===== config.mk =====
export PLATFORM = sky130hd
export DESIGN_NAME = hub75_rx
export DESIGN_NICKNAME = d
export VERILOG_FILES = /design/src/rtl/hub75_pkg.sv /design/src/rtl/hub75_sync.sv /design/src/rtl/hub75_rx.sv
export SDC_FILE = /design/constraint.sdc
export NUM_CORES = 1
export LEC_CHECK = 0
export ABC_AREA = 1
export CAP_MARGIN = 10
export CORE_ASPECT_RATIO = 1.1
export CORE_MARGIN = 5
export CORE_UTILIZATION = 55
export DETAILED_ROUTE_END_ITERATION = 10
export GPL_ROUTABILITY_DRIVEN = 0
export GPL_TIMING_DRIVEN = 0
export PLACE_DENSITY = 0.84
export SKIP_LAST_GASP = 1
export SLEW_MARGIN = 20
export SYNTH_ARGS = -nofsm -noshare
export SYNTH_HDL_FRONTEND = slang
export SYNTH_SLANG_ARGS = --single-unit

===== constraint.sdc =====
create_clock -name clk -period 17.2 [get_ports clk]
set_input_delay 3.44 -clock clk [delete_from_list [all_inputs] [get_ports clk]]
set_output_delay 3.44 -clock clk [all_outputs]
set_load 0.02 [all_outputs]

===== src/rtl/hub75_pkg.sv =====
// hub75_pkg
// Shared constants and types for the HUB75 receive path.
//   DEF_ROWLEN / DEF_ROWS : default pixels per row and rows per panel
//   DEF_ADDR_W / DEF_CNT_W: derived row-address and bit-counter widths
//   rgb_row_t             : one row word {red, green, blue} at default length
//   rx_state_t            : receiver control state (IDLE until first strobe)
package hub75_pkg;

    localparam int unsigned DEF_ROWLEN = 64;
    localparam int unsigned DEF_ROWS   = 16;
    localparam int unsigned DEF_ADDR_W = $clog2(DEF_ROWS);
    localparam int unsigned DEF_CNT_W  = $clog2(DEF_ROWLEN) + 1;

    typedef struct packed {
        logic [DEF_ROWLEN-1:0] red;
        logic [DEF_ROWLEN-1:0] green;
        logic [DEF_ROWLEN-1:0] blue;
    } rgb_row_t;

    typedef enum logic {
        ST_IDLE = 1'b0,
        ST_RUN  = 1'b1
    } rx_state_t;

endpackage


===== src/rtl/hub75_sync.sv =====
// hub75_sync
// Multi-stage synchronizer for asynchronous HUB75 pins, with optional
// rising-edge detection on the synchronized value.
//   i_clk, i_rst : system clock, async active-high reset
//   i_d          : raw asynchronous inputs (WIDTH bits)
//   o_q          : synchronized inputs, STAGES flops deep
//   o_rise       : one-cycle pulse per bit on a 0->1 of o_q (zero if EDGE_DET=0)
module hub75_sync #(
    parameter int unsigned WIDTH    = 1,
    parameter int unsigned STAGES   = 2,
    parameter bit          EDGE_DET = 1'b1
) (
    input  logic             i_clk,
    input  logic             i_rst,
    input  logic [WIDTH-1:0] i_d,
    output logic [WIDTH-1:0] o_q,
    output logic [WIDTH-1:0] o_rise
);

    logic [STAGES-1:0][WIDTH-1:0] r_stage;

    always_ff @(posedge i_clk or posedge i_rst) begin
        if (i_rst) begin
            r_stage <= '0;
        end else begin
            r_stage <= {r_stage[STAGES-2:0], i_d};
        end
    end

    assign o_q = r_stage[STAGES-1];

    generate
        if (EDGE_DET) begin : g_edge
            logic [WIDTH-1:0] r_hist;

            always_ff @(posedge i_clk or posedge i_rst) begin
                if (i_rst) begin
                    r_hist <= '0;
                end else begin
                    r_hist <= o_q;
                end
            end

            assign o_rise = o_q & ~r_hist;
        end else begin : g_no_edge
            assign o_rise = '0;
        end
    endgenerate

endmodule


===== src/rtl/hub75_rx.sv =====
// hub75_rx
// Oversampling HUB75 receiver: rebuilds shifted RGB pixels into row words,
// one word per latch strobe, tagged with the row select.
//   clk, rst                 : system clock, async active-high reset
//   hub_clk, hub_stb, hub_oe : HUB75 shift clock, latch strobe, blanking
//   hub_r, hub_g, hub_b      : serial pixel data
//   hub_sel                  : row select (bit 0 = A)
//   row_valid                : one-cycle pulse with each new row word
//   row_addr                 : row address of the word
//   row_red/green/blue       : row pixels, bit 0 = first pixel shifted
//   frame_start              : row_valid for row 0
//   len_err                  : sticky, a latched row had != ROWLEN bits
//   blank_cycles             : saturating count of blanked cycles last row
module hub75_rx
    import hub75_pkg::*;
#(
    parameter int unsigned ROWLEN      = DEF_ROWLEN,
    parameter int unsigned ROWS        = DEF_ROWS,
    parameter int unsigned SYNC_STAGES = 2
) (
    input  logic                     clk,
    input  logic                     rst,
    input  logic                     hub_clk,
    input  logic                     hub_stb,
    input  logic                     hub_oe,
    input  logic                     hub_r,
    input  logic                     hub_g,
    input  logic                     hub_b,
    input  logic [$clog2(ROWS)-1:0]  hub_sel,
    output logic                     row_valid,
    output logic [$clog2(ROWS)-1:0]  row_addr,
    output logic [ROWLEN-1:0]        row_red,
    output logic [ROWLEN-1:0]        row_green,
    output logic [ROWLEN-1:0]        row_blue,
    output logic                     frame_start,
    output logic                     len_err,
    output logic [15:0]              blank_cycles
);

    localparam int unsigned ADDR_W = $clog2(ROWS);
    localparam int unsigned CNT_W  = $clog2(ROWLEN) + 1;
    localparam int unsigned DATA_W = ADDR_W + 4;
    localparam logic [CNT_W-1:0] CNT_FULL = CNT_W'(ROWLEN);
    localparam logic [CNT_W-1:0] CNT_SAT  = CNT_W'(ROWLEN + 1);

    logic [1:0]        w_edge_q_unused;
    logic [1:0]        w_edge_rise;
    logic [DATA_W-1:0] w_data_q;
    logic [DATA_W-1:0] w_data_rise_unused;

    logic              w_clk_rise;
    logic              w_stb_rise;
    logic              w_r;
    logic              w_g;
    logic              w_b;
    logic              w_oe;
    logic [ADDR_W-1:0] w_sel;

    // Edge pins and data pins share the same pipeline depth, so a data bit
    // arrives in the same cycle as the clock edge that qualifies it.
    hub75_sync #(
        .WIDTH    (2),
        .STAGES   (SYNC_STAGES),
        .EDGE_DET (1'b1)
    ) u_sync_edge (
        .i_clk  (clk),
        .i_rst  (rst),
        .i_d    ({hub_stb, hub_clk}),
        .o_q    (w_edge_q_unused),
        .o_rise (w_edge_rise)
    );

    hub75_sync #(
        .WIDTH    (DATA_W),
        .STAGES   (SYNC_STAGES),
        .EDGE_DET (1'b0)
    ) u_sync_data (
        .i_clk  (clk),
        .i_rst  (rst),
        .i_d    ({hub_sel, hub_oe, hub_b, hub_g, hub_r}),
        .o_q    (w_data_q),
        .o_rise (w_data_rise_unused)
    );

    assign w_clk_rise = w_edge_rise[0];
    assign w_stb_rise = w_edge_rise[1];
    assign {w_sel, w_oe, w_b, w_g, w_r} = w_data_q;

    rx_state_t         r_state;
    logic [ROWLEN-1:0] r_sh_red;
    logic [ROWLEN-1:0] r_sh_green;
    logic [ROWLEN-1:0] r_sh_blue;
    logic [CNT_W-1:0]  r_bit_cnt;
    logic [15:0]       r_oe_cnt;

    logic [ROWLEN-1:0] w_red_nxt;
    logic [ROWLEN-1:0] w_green_nxt;
    logic [ROWLEN-1:0] w_blue_nxt;
    logic [CNT_W-1:0]  w_cnt_nxt;
    logic [15:0]       w_oe_nxt;

    // Next-state shift/count values; the latch path uses these so a shift
    // edge coinciding with the strobe lands in the latched word.
    always_comb begin
        w_red_nxt   = r_sh_red;
        w_green_nxt = r_sh_green;
        w_blue_nxt  = r_sh_blue;
        w_cnt_nxt   = r_bit_cnt;
        w_oe_nxt    = r_oe_cnt;
        if (w_clk_rise) begin
            w_red_nxt   = {w_r, r_sh_red[ROWLEN-1:1]};
            w_green_nxt = {w_g, r_sh_green[ROWLEN-1:1]};
            w_blue_nxt  = {w_b, r_sh_blue[ROWLEN-1:1]};
            if (r_bit_cnt != CNT_SAT) begin
                w_cnt_nxt = r_bit_cnt + 1'b1;
            end
        end
        if (w_oe && (r_oe_cnt != '1)) begin
            w_oe_nxt = r_oe_cnt + 1'b1;
        end
    end

    always_ff @(posedge clk or posedge rst) begin
        if (rst) begin
            r_state      <= ST_IDLE;
            r_sh_red     <= '0;
            r_sh_green   <= '0;
            r_sh_blue    <= '0;
            r_bit_cnt    <= '0;
            r_oe_cnt     <= '0;
            row_valid    <= 1'b0;
            frame_start  <= 1'b0;
            row_addr     <= '0;
            row_red      <= '0;
            row_green    <= '0;
            row_blue     <= '0;
            len_err      <= 1'b0;
            blank_cycles <= '0;
        end else begin
            row_valid   <= 1'b0;
            frame_start <= 1'b0;
            r_sh_red    <= w_red_nxt;
            r_sh_green  <= w_green_nxt;
            r_sh_blue   <= w_blue_nxt;
            r_bit_cnt   <= w_cnt_nxt;
            r_oe_cnt    <= w_oe_nxt;
            if (w_stb_rise) begin
                row_red     <= w_red_nxt;
                row_green   <= w_green_nxt;
                row_blue    <= w_blue_nxt;
                row_addr    <= w_sel;
                row_valid   <= 1'b1;
                frame_start <= (w_sel == '0);
                if (w_cnt_nxt != CNT_FULL) begin
                    len_err <= 1'b1;
                end
                r_bit_cnt <= '0;
                r_oe_cnt  <= '0;
                // The period before the first strobe is not a full row.
                if (r_state == ST_RUN) begin
                    blank_cycles <= w_oe_nxt;
                end
                r_state <= ST_RUN;
            end
        end
    end

endmodule


==> flow_metrics.py, run 1 <==
metrics = {
    "outcome": {
        "outcome": "finished, final reports clean",
    },
    "yosys": {
        "avgSynthCellArea_um2": 9.15,
        "ys.flop_type": "dfrtp_1",
        "async_flop_share_pct": 100,
        "syn-num-nets": 1886,
        "synth_area_um2": 17100,
        "yosys-top-cells-count": "907 x nand2_1, 453 x dfrtp_1, 184 x o21ai_0, 117 x inv_1, 51 x nor2_1",
        "synth.top_cell.area_share_pct": 66.2,
        "yosysMostFrequentCell": "nand2_1",
        "synthDistinctLibCells": 26,
        "synth_top_area_cell": "dfrtp_1",
        "yosysWarnings": 0,
        "seq_area_frac_synth_pct": 66.2,
        "post_synth_inst_count": 1871,
        "synth_edf_count": 0,
        "synth_area_leaders": "dfrtp_1 66%, nand2_1 20%, o21ai_0 5.4%",
        "ys_ff_latch": 453,
    },
    "setup_path": {
        "rr_startpoint": "u_sync_edge.o_q[1]$_DFF_PP0_",
        "path_class": "reg -> out",
        "crit_fanout": 2,
        "crit_family": "buffers and inverters",
        "r2r-end": "row_red[3]$_DFFE_PP0P_",
        "cpPeakStageDelay_ns": 0.67,
        "critPathLaunchType": "register",
        "rrSetupSlack_ns": 14.89,
        "endpoint_kind": "output port",
        "path_cells": "clkdlybuf4s50_1",
        "rr_worst_depth": 7,
        "crit_end": "row_blue[47]",
        "crit_cells": 1,
        "path_buf_inv": 1,
        "crit_required_ns": 13.76,
        "cp.arrival_ns": 1.57,
        "crit_start": "row_blue[47]$_DFFE_PP0P_",
        "crit_slowest_cell": "clkdlybuf4s50_1",
    },
    "place": {
        "post-place-ws_ns": 11.85,
        "placedCellCount": 2515,
        "placed_cell_area_um2": 20000,
        "numPortBuffers": 226,
        "dp_hpwl_mm": 27.7,
    },
    "clock_tree": {
        "cts_sinks": 453,
        "holdBufCountCts": 0,
        "clock_latency_ns": 0.53,
        "clk_path_buf_depth": 3,
        "post_cts_buffers": 0,
        "cts_tree": "built",
        "cts_resized": 0,
        "cts_buffers": 43,
        "path_clk_slew_ns": 0.07,
        "h-tree-depth": 2,
        "clockRootBuffer": "clkbuf_16",
    },
    "global_route": {
        "grt_max_degree": 97,
        "gr-usage-all-layers_pct": 24.4,
        "grtUsageMet3_pct": 6.54,
        "grt_first_pass_wirelength_mm": 69.5,
        "grtUsageMet1_pct": 32.4,
        "grt_pass1_vias": 13700,
        "grt_use_met2_pct": 40.7,
        "antenna_found_initial": 0,
        "grt-busiest-layer": "met2",
        "globalRouteOverflowTotal": 0,
    },
    "timing": {
        "grt_setup_unrepaired": "false",
        "slew_viol_final": 0,
        "fin_tns_setup_ns": 0,
        "finClkSkew_ns": 0.0116,
        "max_freq_mhz": 200,
        "tightest_slew_ns": 1.18,
        "layout_setup_ws_ns": 12.19,
        "hold_violations": 0,
        "period_share_pct": 29.1,
        "final.min_clock_period_ns": 5.01,
        "setup_violations": 0,
        "relSlewSlack_pct": 21.6,
    },
    "floorplan": {
        "core_area_um2": 30600,
        "rows": 67,
        "dieArea_um2": 34800,
        "die_w_um": 178,
        "start_util_pct": 55.9,
        "io_pins": 227,
        "die_height_um": 195,
    },
    "layout": {
        "final_core_util_pct": 70.4,
        "layout-drive-gt1-share_pct": 5.28,
        "n_antenna_cell": 0,
        "fin_nets": 2161,
        "fill_cells": 2185,
        "area_delta_synth_final_pct": 25.8,
        "stdcell_area_um2": 21500,
        "fin_cells": 2592,
    },
    "pwr": {
        "ir_worst_vdd_mv": 0.106,
        "p_switching_uw": 578,
        "p_sw_share_pct": 24.5,
        "p_int_uw": 1790,
        "combPwrFrac_pct": 9.4,
        "power.leakage_uw": 0.0107,
        "clkPwrFrac_pct": 42.0,
        "pwr-share-seq_pct": 48.6,
        "p_per_area_nw_per_um2": 110,
    },
    "routing": {
        "wl_mm": 41.6,
        "drtAntennaViolNets": 0,
        "via_count": 13300,
        "vias_per_cell": 5.14,
        "drc": 0,
        "routedWlPerCell_um": 16.0,
        "dr.pass1.iters": 6,
        "drt_first_iter_violations": 1029,
    },
    "min_path": {
        "hold_class": "reg -> reg",
    },
    "job": {
        "cap_violations": 0,
    },
}
[registers in the layout, summed over array words and instances, names as in the netlist]
signal and cells:
u_sync_data.r_stage 8, r_bit_cnt 7, row_addr 4, u_sync_edge.o_q 2, row_blue 64, r_sh_green 64
r_sh_blue 64, r_oe_cnt 16, u_sync_edge.g_edge.r_hist 2, r_state 1, u_sync_edge.r_stage 2, frame_start 1
blank_cycles 16, len_err 1, row_green 64, u_sync_data.o_q 8, row_red 64, r_sh_red 64
row_valid 1
[cells in the final DEF (no fill, tap or decap), drive strengths merged, types with 7 or more instances in the layout]
master / Yosys / layout
clkdlybuf4s50: 0 / 226
clkinv: 1 / 8
nand4: 7 / 7
clkinvlp: 0 / 8
nand2: 907 / 907
inv: 118 / 120
buf: 45 / 49
a31oi: 14 / 14
clkbuf: 47 / 102
nand3: 12 / 12
o21ai: 185 / 185
a21oi: 13 / 13
dfrtp: 453 / 453
nor2: 54 / 54
[final cells by class]
| class | count | area [um^2] | share of cell area (%) |
|---|---|---|---|
| Sequential cell | 453 | 11300 | 52.7 |
| Multi-Input combinational cell | 1207 | 4940 | 23.0 |
| Timing Repair Buffer | 230 | 2370 | 11.0 |
| Clock buffer | 55 | 1240 | 5.78 |
| Tap cell | 414 | 518 | 2.41 |
| Inverter | 119 | 454 | 2.11 |
| Buffer | 92 | 390 | 1.81 |
| Clock inverter | 22 | 269 | 1.25 |
[power by group through the flow]
stage	sequential [uW]	combinational, uW	clock, uW
2_1_floorplan	1190	93.4	0
3_5_place_dp	1170	221	0
4_1_cts	1150	224	1010
6_report	1150	222	994
3_3_place_gp	1170	213	0
5_1_grt	1150	245	1060
[through the flow]
stage	power (uW)	hold WS [ns]
2_1_floorplan	1290	0.331
3_3_place_gp	1380	0.333
3_5_place_dp	1390	0.335
4_1_cts	2380	0.349
5_1_grt	2460	0.352
6_report	2360	0.346
[metal layers]
| layer | routed length [um] | vias up |
|---|---|---|
| met3 | 3220 | 72 |
| li1 | - | 6323 |
| met2 | 20500 | 393 |
| met1 | 17000 | 6547 |
| met4 | 894 | 0 |
| met5 | 0 | - |
[logic make-up after synthesis]
logic type | share of synthesized area, %
adder cells (fa/ha/maj) | 0.219
XOR/XNOR | 0.358
AO/OA/AOI/OAI | 6.46
buffers and inverters | 4.89
flip-flops | 66.2
AND/OR/NAND/NOR | 21.8
[worst min path at each step]
stage	cells after the start	to	slack, ns	startpoint
2_1_floorplan	0	u_sync_data.o_q[0]$_DFF_PP0_	0.33	u_sync_data.r_stage[0]$_DFF_PP0_
3_3_place_gp	0	u_sync_data.o_q[7]$_DFF_PP0_	0.33	u_sync_data.r_stage[7]$_DFF_PP0_
3_5_place_dp	0	u_sync_data.o_q[0]$_DFF_PP0_	0.33	u_sync_data.r_stage[0]$_DFF_PP0_
4_1_cts	0	u_sync_data.o_q[4]$_DFF_PP0_	0.35	u_sync_data.r_stage[4]$_DFF_PP0_
5_1_grt	0	u_sync_edge.o_q[1]$_DFF_PP0_	0.35	u_sync_edge.r_stage[1]$_DFF_PP0_
6_report	0	u_sync_data.o_q[3]$_DFF_PP0_	0.35	u_sync_data.r_stage[3]$_DFF_PP0_
(Power assumes the default switching activity.)
==> run 2, diff against run 1 <==
Settings changed: CORE_UTILIZATION 55 to 49, PLACE_DENSITY 0.84 to 0.79.
Clock period 17.2 ns to 4.1 ns, I/O delays scaled along.
==> run 2 against run 1 <==
Compared with the run above: global-route usage is 2.4 points lower; sequential share of layout area is 0.55 points lower; largest cell class unchanged; power grew to 4.2 times the previous value; die area is 12% higher; critical path type unchanged; critical path depth stayed put; hold slack worse by 0.0026 ns; clock skew is 0.0061 ns higher; first-iteration DRC count is 5.3% lower.
==> flow_metrics.py, run 2 (synthesized netlist as in run 1, its figures left out) <==
metrics = {
    "global_route": {
        "grt_first_pass_wirelength_mm": 70.1,
        "globalRouteOverflowTotal": 0,
        "antenna_found_initial": 0,
        "grt_pass1_vias": 13800,
        "gr-usage-all-layers_pct": 22.0,
        "grt_max_degree": 38,
        "grtUsageMet3_pct": 5.66,
        "grtUsageMet1_pct": 28.4,
        "grt-busiest-layer": "met2",
        "grt_use_met2_pct": 37.5,
    },
    "clock_tree": {
        "h-tree-depth": 2,
        "cts_tree": "built",
        "post_cts_buffers": 0,
        "cts_buffers": 44,
        "cts_resized": 0,
        "holdBufCountCts": 0,
        "path_clk_slew_ns": 0.06,
        "cts_sinks": 453,
        "clockRootBuffer": "clkbuf_16",
        "clock_latency_ns": 0.56,
        "clk_path_buf_depth": 3,
    },
    "timing": {
        "period_share_pct": 59.0,
        "hold_violations": 0,
        "grt_setup_unrepaired": "false",
        "slew_viol_final": 0,
        "setup_violations": 0,
        "timing.hold.ws_ns": 0.344,
        "final.min_clock_period_ns": 2.42,
        "finClkSkew_ns": 0.0177,
        "max_freq_mhz": 413,
        "relSlewSlack_pct": 42.2,
        "tightest_slew_ns": 0.866,
    },
    "setup_path": {
        "path_class": "reg -> out",
        "rrSetupSlack_ns": 1.91,
        "r2r-end": "row_blue[12]$_DFFE_PP0P_",
        "rr_worst_depth": 7,
        "path_buf_inv": 1,
        "crit_family": "buffers and inverters",
        "critPathLaunchType": "register",
        "path_cells": "clkdlybuf4s50_1",
        "crit_fanout": 2,
        "cp.arrival_ns": 1.60,
        "endpoint_kind": "output port",
        "crit_cells": 1,
        "cpPeakStageDelay_ns": 0.68,
        "crit_required_ns": 3.28,
        "crit_slowest_cell": "clkdlybuf4s50_1",
        "rr_startpoint": "u_sync_edge.o_q[0]$_DFF_PP0_",
    },
    "layout": {
        "layout_commonest_cell": "nand2_1",
        "final_cell_mix": "907 x nand2_1, 453 x dfrtp_1, 226 x clkdlybuf4s50_1",
        "regArea_um2": 11300,
        "fin_nets": 2172,
        "area_delta_synth_final_pct": 27.1,
        "multiInputGateArea_um2": 4940,
        "final_core_util_pct": 63.3,
        "fill_cells": 2706,
        "layout-drive-gt1-share_pct": 5.75,
    },
    "routing": {
        "vias_per_cell": 5.03,
        "drt_first_iter_violations": 974,
        "drc": 0,
        "routedWlPerCell_um": 16.1,
        "dr.pass1.iters": 5,
        "via_count": 13200,
        "wl_mm": 42.3,
        "drtAntennaViolNets": 0,
    },
    "pwr": {
        "ir_worst_vdd_mv": 0.297,
        "power.leakage_uw": 0.0108,
        "p_per_area_nw_per_um2": 460,
    },
    "min_path": {
        "hold_class": "reg -> reg",
        "whs_endpoint": "u_sync_data.o_q[5]$_DFF_PP0_",
        "min_path_cells": 0,
        "hold_start": "u_sync_data.r_stage[5]$_DFF_PP0_",
    },
    "floorplan": {
        "core_area_um2": 34400,
        "start_util_pct": 49.8,
        "die_w_um": 188,
        "dieArea_um2": 38800,
        "rows": 71,
        "die_height_um": 206,
        "io_pins": 227,
    },
    "place": {
        "dp_hpwl_mm": 29.0,
        "numPortBuffers": 226,
    },
    "outcome": {
        "outcome": "finished, final reports clean",
    },
    "job": {
        "cap_violations": 0,
    },
}
run 2: cell type report:
| class | count | share of cell area (%) |
|---|---|---|
| Antenna cell | 1 | 0.0115 |
| Sequential cell | 453 | 52.1 |
| Timing Repair Buffer | 240 | 11.7 |
| Buffer | 92 | 1.80 |
| Clock inverter | 22 | 1.28 |
| Clock buffer | 58 | 5.77 |
| Tap cell | 438 | 2.52 |
| Inverter | 119 | 2.07 |
| Multi-Input combinational cell | 1207 | 22.7 |
run 2: worst register-to-register path, cell delays in order (launching register included):
cell,delay (ns)
dfrtp_1,0.38
inv_1,0.08
nor2_4,0.41
buf_2,0.45
clkbuf_1,0.40
o21ai_0,0.20
nand2_1,0.10
nand2_1,0.06
run 2: routing by layer:
metal  wire [um]  share of wire, %  vias up
met5           0                 0        -
met4        1020               2.4        0
met3        2790               6.6       69
met2       20600                49      349
met1       17800                42     6460
li1            -                 -     6360
run 2: stage by stage:
| step | power, uW | cells | setup slack [ns] | setup TNS (ns) | area [um^2] |
|---|---|---|---|---|---|
| 2_1_floorplan | 5400 | 1871 | -2.85 | -1289.73 | 17100 |
| 3_3_place_gp | 5790 | 2535 | -5.41 | -2428.02 | 19900 |
| 3_5_place_dp | 5850 | 2549 | 1.51 | 0 | 20200 |
| 4_1_cts | 10100 | 2629 | 1.66 | 0 | 21800 |
| 5_1_grt | 10400 | 2629 | 1.62 | 0 | 21800 |
| 6_report | 10000 | 2630 | 1.68 | 0 | 21800 |
run 2: power by group:
group / switching, uW / leakage [uW] / internal, uW
clock: 1710 / 0.000752 / 2540
sequential: 129 / 0.00618 / 4690
combinational: 608 / 0.00385 / 345
run 2: how the worst max path moves through the flow:
stage | slack, ns | from | endpoint
after global placement | -5.41 | rst | row_green[49]$_DFFE_PP0P_
after detailed placement | 1.51 | rst | r_sh_red[34]$_DFF_PP0_
after floorplan | -2.85 | rst | blank_cycles[0]$_DFFE_PP0P_
final | 1.68 | row_blue[27]$_DFFE_PP0P_ | row_blue[27]
after global routing | 1.62 | row_green[63]$_DFFE_PP0P_ | row_green[63]
after CTS | 1.66 | row_blue[22]$_DFFE_PP0P_ | row_blue[22]
==> run 3, diff against run 2 <==
Settings changed: CORE_UTILIZATION 49 to 55, PLACE_DENSITY 0.79 to 0.84.
Clock period 4.1 ns to 2.4 ns, I/O delays scaled along.
==> run 3 against run 2 <==
Compared with the run above: non-clock buffer count grew 1; sequential share of layout area up 0.44 points; die area fell by 10%.
==> flow_metrics.py, run 3 (synthesized netlist as in run 1, its figures left out) <==
metrics = {
    "outcome": {
        "outcome": "finished, final reports clean",
    },
    "floorplan": {
        "start_util_pct": 55.9,
        "die_height_um": 195,
        "core_area_um2": 30600,
        "io_pins": 227,
        "rows": 67,
        "die_w_um": 178,
        "dieArea_um2": 34800,
    },
    "clock_tree": {
        "clk_path_buf_depth": 3,
        "cts_resized": 0,
        "cts_tree": "built",
        "path_clk_slew_ns": 0.06,
        "cts_buffers": 44,
        "h-tree-depth": 2,
        "clock_latency_ns": 0.54,
        "post_cts_buffers": 0,
        "clockRootBuffer": "clkbuf_16",
        "holdBufCountCts": 0,
        "cts_sinks": 453,
    },
    "timing": {
        "timing.hold.ws_ns": 0.346,
        "final.min_clock_period_ns": 2.26,
        "relSlewSlack_pct": 35.4,
        "finClkSkew_ns": 0.0288,
        "hold_violations": 0,
        "period_share_pct": 94.3,
        "layout_setup_ws_ns": 0.138,
        "grt_setup_unrepaired": "false",
        "setup_violations": 0,
        "max_freq_mhz": 442,
        "tightest_slew_ns": 0.970,
        "slew_viol_final": 0,
    },
    "layout": {
        "area_delta_synth_final_pct": 26.0,
        "final_cell_mix": "907 x nand2_1, 453 x dfrtp_1, 226 x clkdlybuf4s50_1",
        "fin_cells": 2597,
        "layout-drive-gt1-share_pct": 5.08,
        "n_antenna_cell": 0,
        "fin_nets": 2173,
        "layout_commonest_cell": "nand2_1",
    },
    "routing": {
        "drc": 0,
        "via_count": 13500,
        "routedWlPerCell_um": 16.4,
        "wl_mm": 42.5,
        "drt_first_iter_violations": 1086,
        "dr.pass1.iters": 7,
        "vias_per_cell": 5.20,
        "drtAntennaViolNets": 0,
    },
    "job": {
        "cap_violations": 0,
    },
    "min_path": {
        "hold_start": "u_sync_data.r_stage[1]$_DFF_PP0_",
        "min_path_cells": 0,
        "hold_class": "reg -> reg",
        "whs_endpoint": "u_sync_data.o_q[1]$_DFF_PP0_",
    },
    "pwr": {
        "ir_worst_vdd_mv": 0.584,
        "power.leakage_uw": 0.0107,
        "p_per_area_nw_per_um2": 760,
    },
    "setup_path": {
        "rr_worst_depth": 7,
        "r2r-end": "row_addr[3]$_DFFE_PP0P_",
        "endpoint_kind": "register",
        "crit_required_ns": 2.85,
        "critPathLaunchType": "register",
        "cp.arrival_ns": 2.72,
        "crit_fanout": 10,
        "path_class": "reg -> reg",
        "rr_startpoint": "u_sync_edge.o_q[1]$_DFF_PP0_",
        "rrSetupSlack_ns": 0.14,
    },
    "place": {
        "dp_hpwl_mm": 29.0,
        "numPortBuffers": 226,
        "post-place-ws_ns": -0.0735,
        "placedCellCount": 2526,
    },
    "global_route": {
        "globalRouteOverflowTotal": 0,
        "grt_max_degree": 38,
        "gr-usage-all-layers_pct": 24.9,
        "antenna_found_initial": 2,
        "grt_pass1_vias": 14100,
        "grt_first_pass_wirelength_mm": 70.4,
    },
}
## run 3: cell types whose count changed in the layout (fill, tap and decap cells not counted), sizes merged
cell	delta
buf	+1
bufinv	-6
clkbuf	+8
clkinv	-7
clkinvlp	-3
diode	-1
inv	-1
## run 3: routing by layer
layer,routed length (um),global-route usage [%],vias to the layer above
li1,-,-,6344
met1,17400,32.6,6625
met2,20600,41.0,435
met3,3110,5.96,95
met4,1440,8.59,2
met5,11,0,-
## run 3: layout make-up
class / count / area, um^2
Sequential cell: 453 / 11300
Fill cell: 2154 / 9020
Clock inverter: 5 / 42.5
Timing Repair Buffer: 241 / 2580
Tap cell: 414 / 518
Clock buffer: 66 / 1310
Buffer: 92 / 392
Multi-Input combinational cell: 1207 / 4940
Inverter: 119 / 450
## run 3: power breakdown
group,internal (uW),switching (uW),leakage (uW)
Sequential,8010,217,0.00618
Clock,3740,2800,0.000658
Combinational,595,1040,0.00387
Total,12300,4050,0.0107
## run 3: critical path, stage by stage, from the launching register on
cell      delay [ns]
dfrtp_1         0.37
inv_1           0.07
nor2_1          0.06
inv_1           0.14
clkbuf_1        0.75
clkbuf_1        0.55
nand2_1         0.15
nand2_1         0.10
## run 3: worst max-delay path by stage
stage	from	depth (start not counted)	end	slack, ns
floorplan	rst	1	blank_cycles[0]$_DFFE_PP0P_	-4.21
finish	u_sync_edge.o_q[1]$_DFF_PP0_	7	row_addr[3]$_DFFE_PP0P_	0.14
global route	u_sync_edge.o_q[1]$_DFF_PP0_	7	row_addr[3]$_DFFE_PP0P_	0.04
global placement	rst	2	row_red[12]$_DFFE_PP0P_	-6.68
detailed placement	rst	7	row_red[16]$_DFFE_PP0P_	-0.07
CTS	u_sync_edge.o_q[1]$_DFF_PP0_	7	row_addr[3]$_DFFE_PP0P_	0.1
## run 3: per-stage QoR
stage / power (uW) / instance area [um^2] / utilization [%] / TNS [ns]
2_1_floorplan: 9220 / 17100 / - / -1905.81
3_5_place_dp: 10000 / 20200 / 66.1 / -2.11
5_1_grt: 17000 / 21600 / 70.5 / 0
4_1_cts: 16500 / 21600 / 70.5 / 0
3_3_place_gp: 9880 / 19900 / 65.0 / -3011.00
6_report: 16400 / 21600 / 70.5 / 0
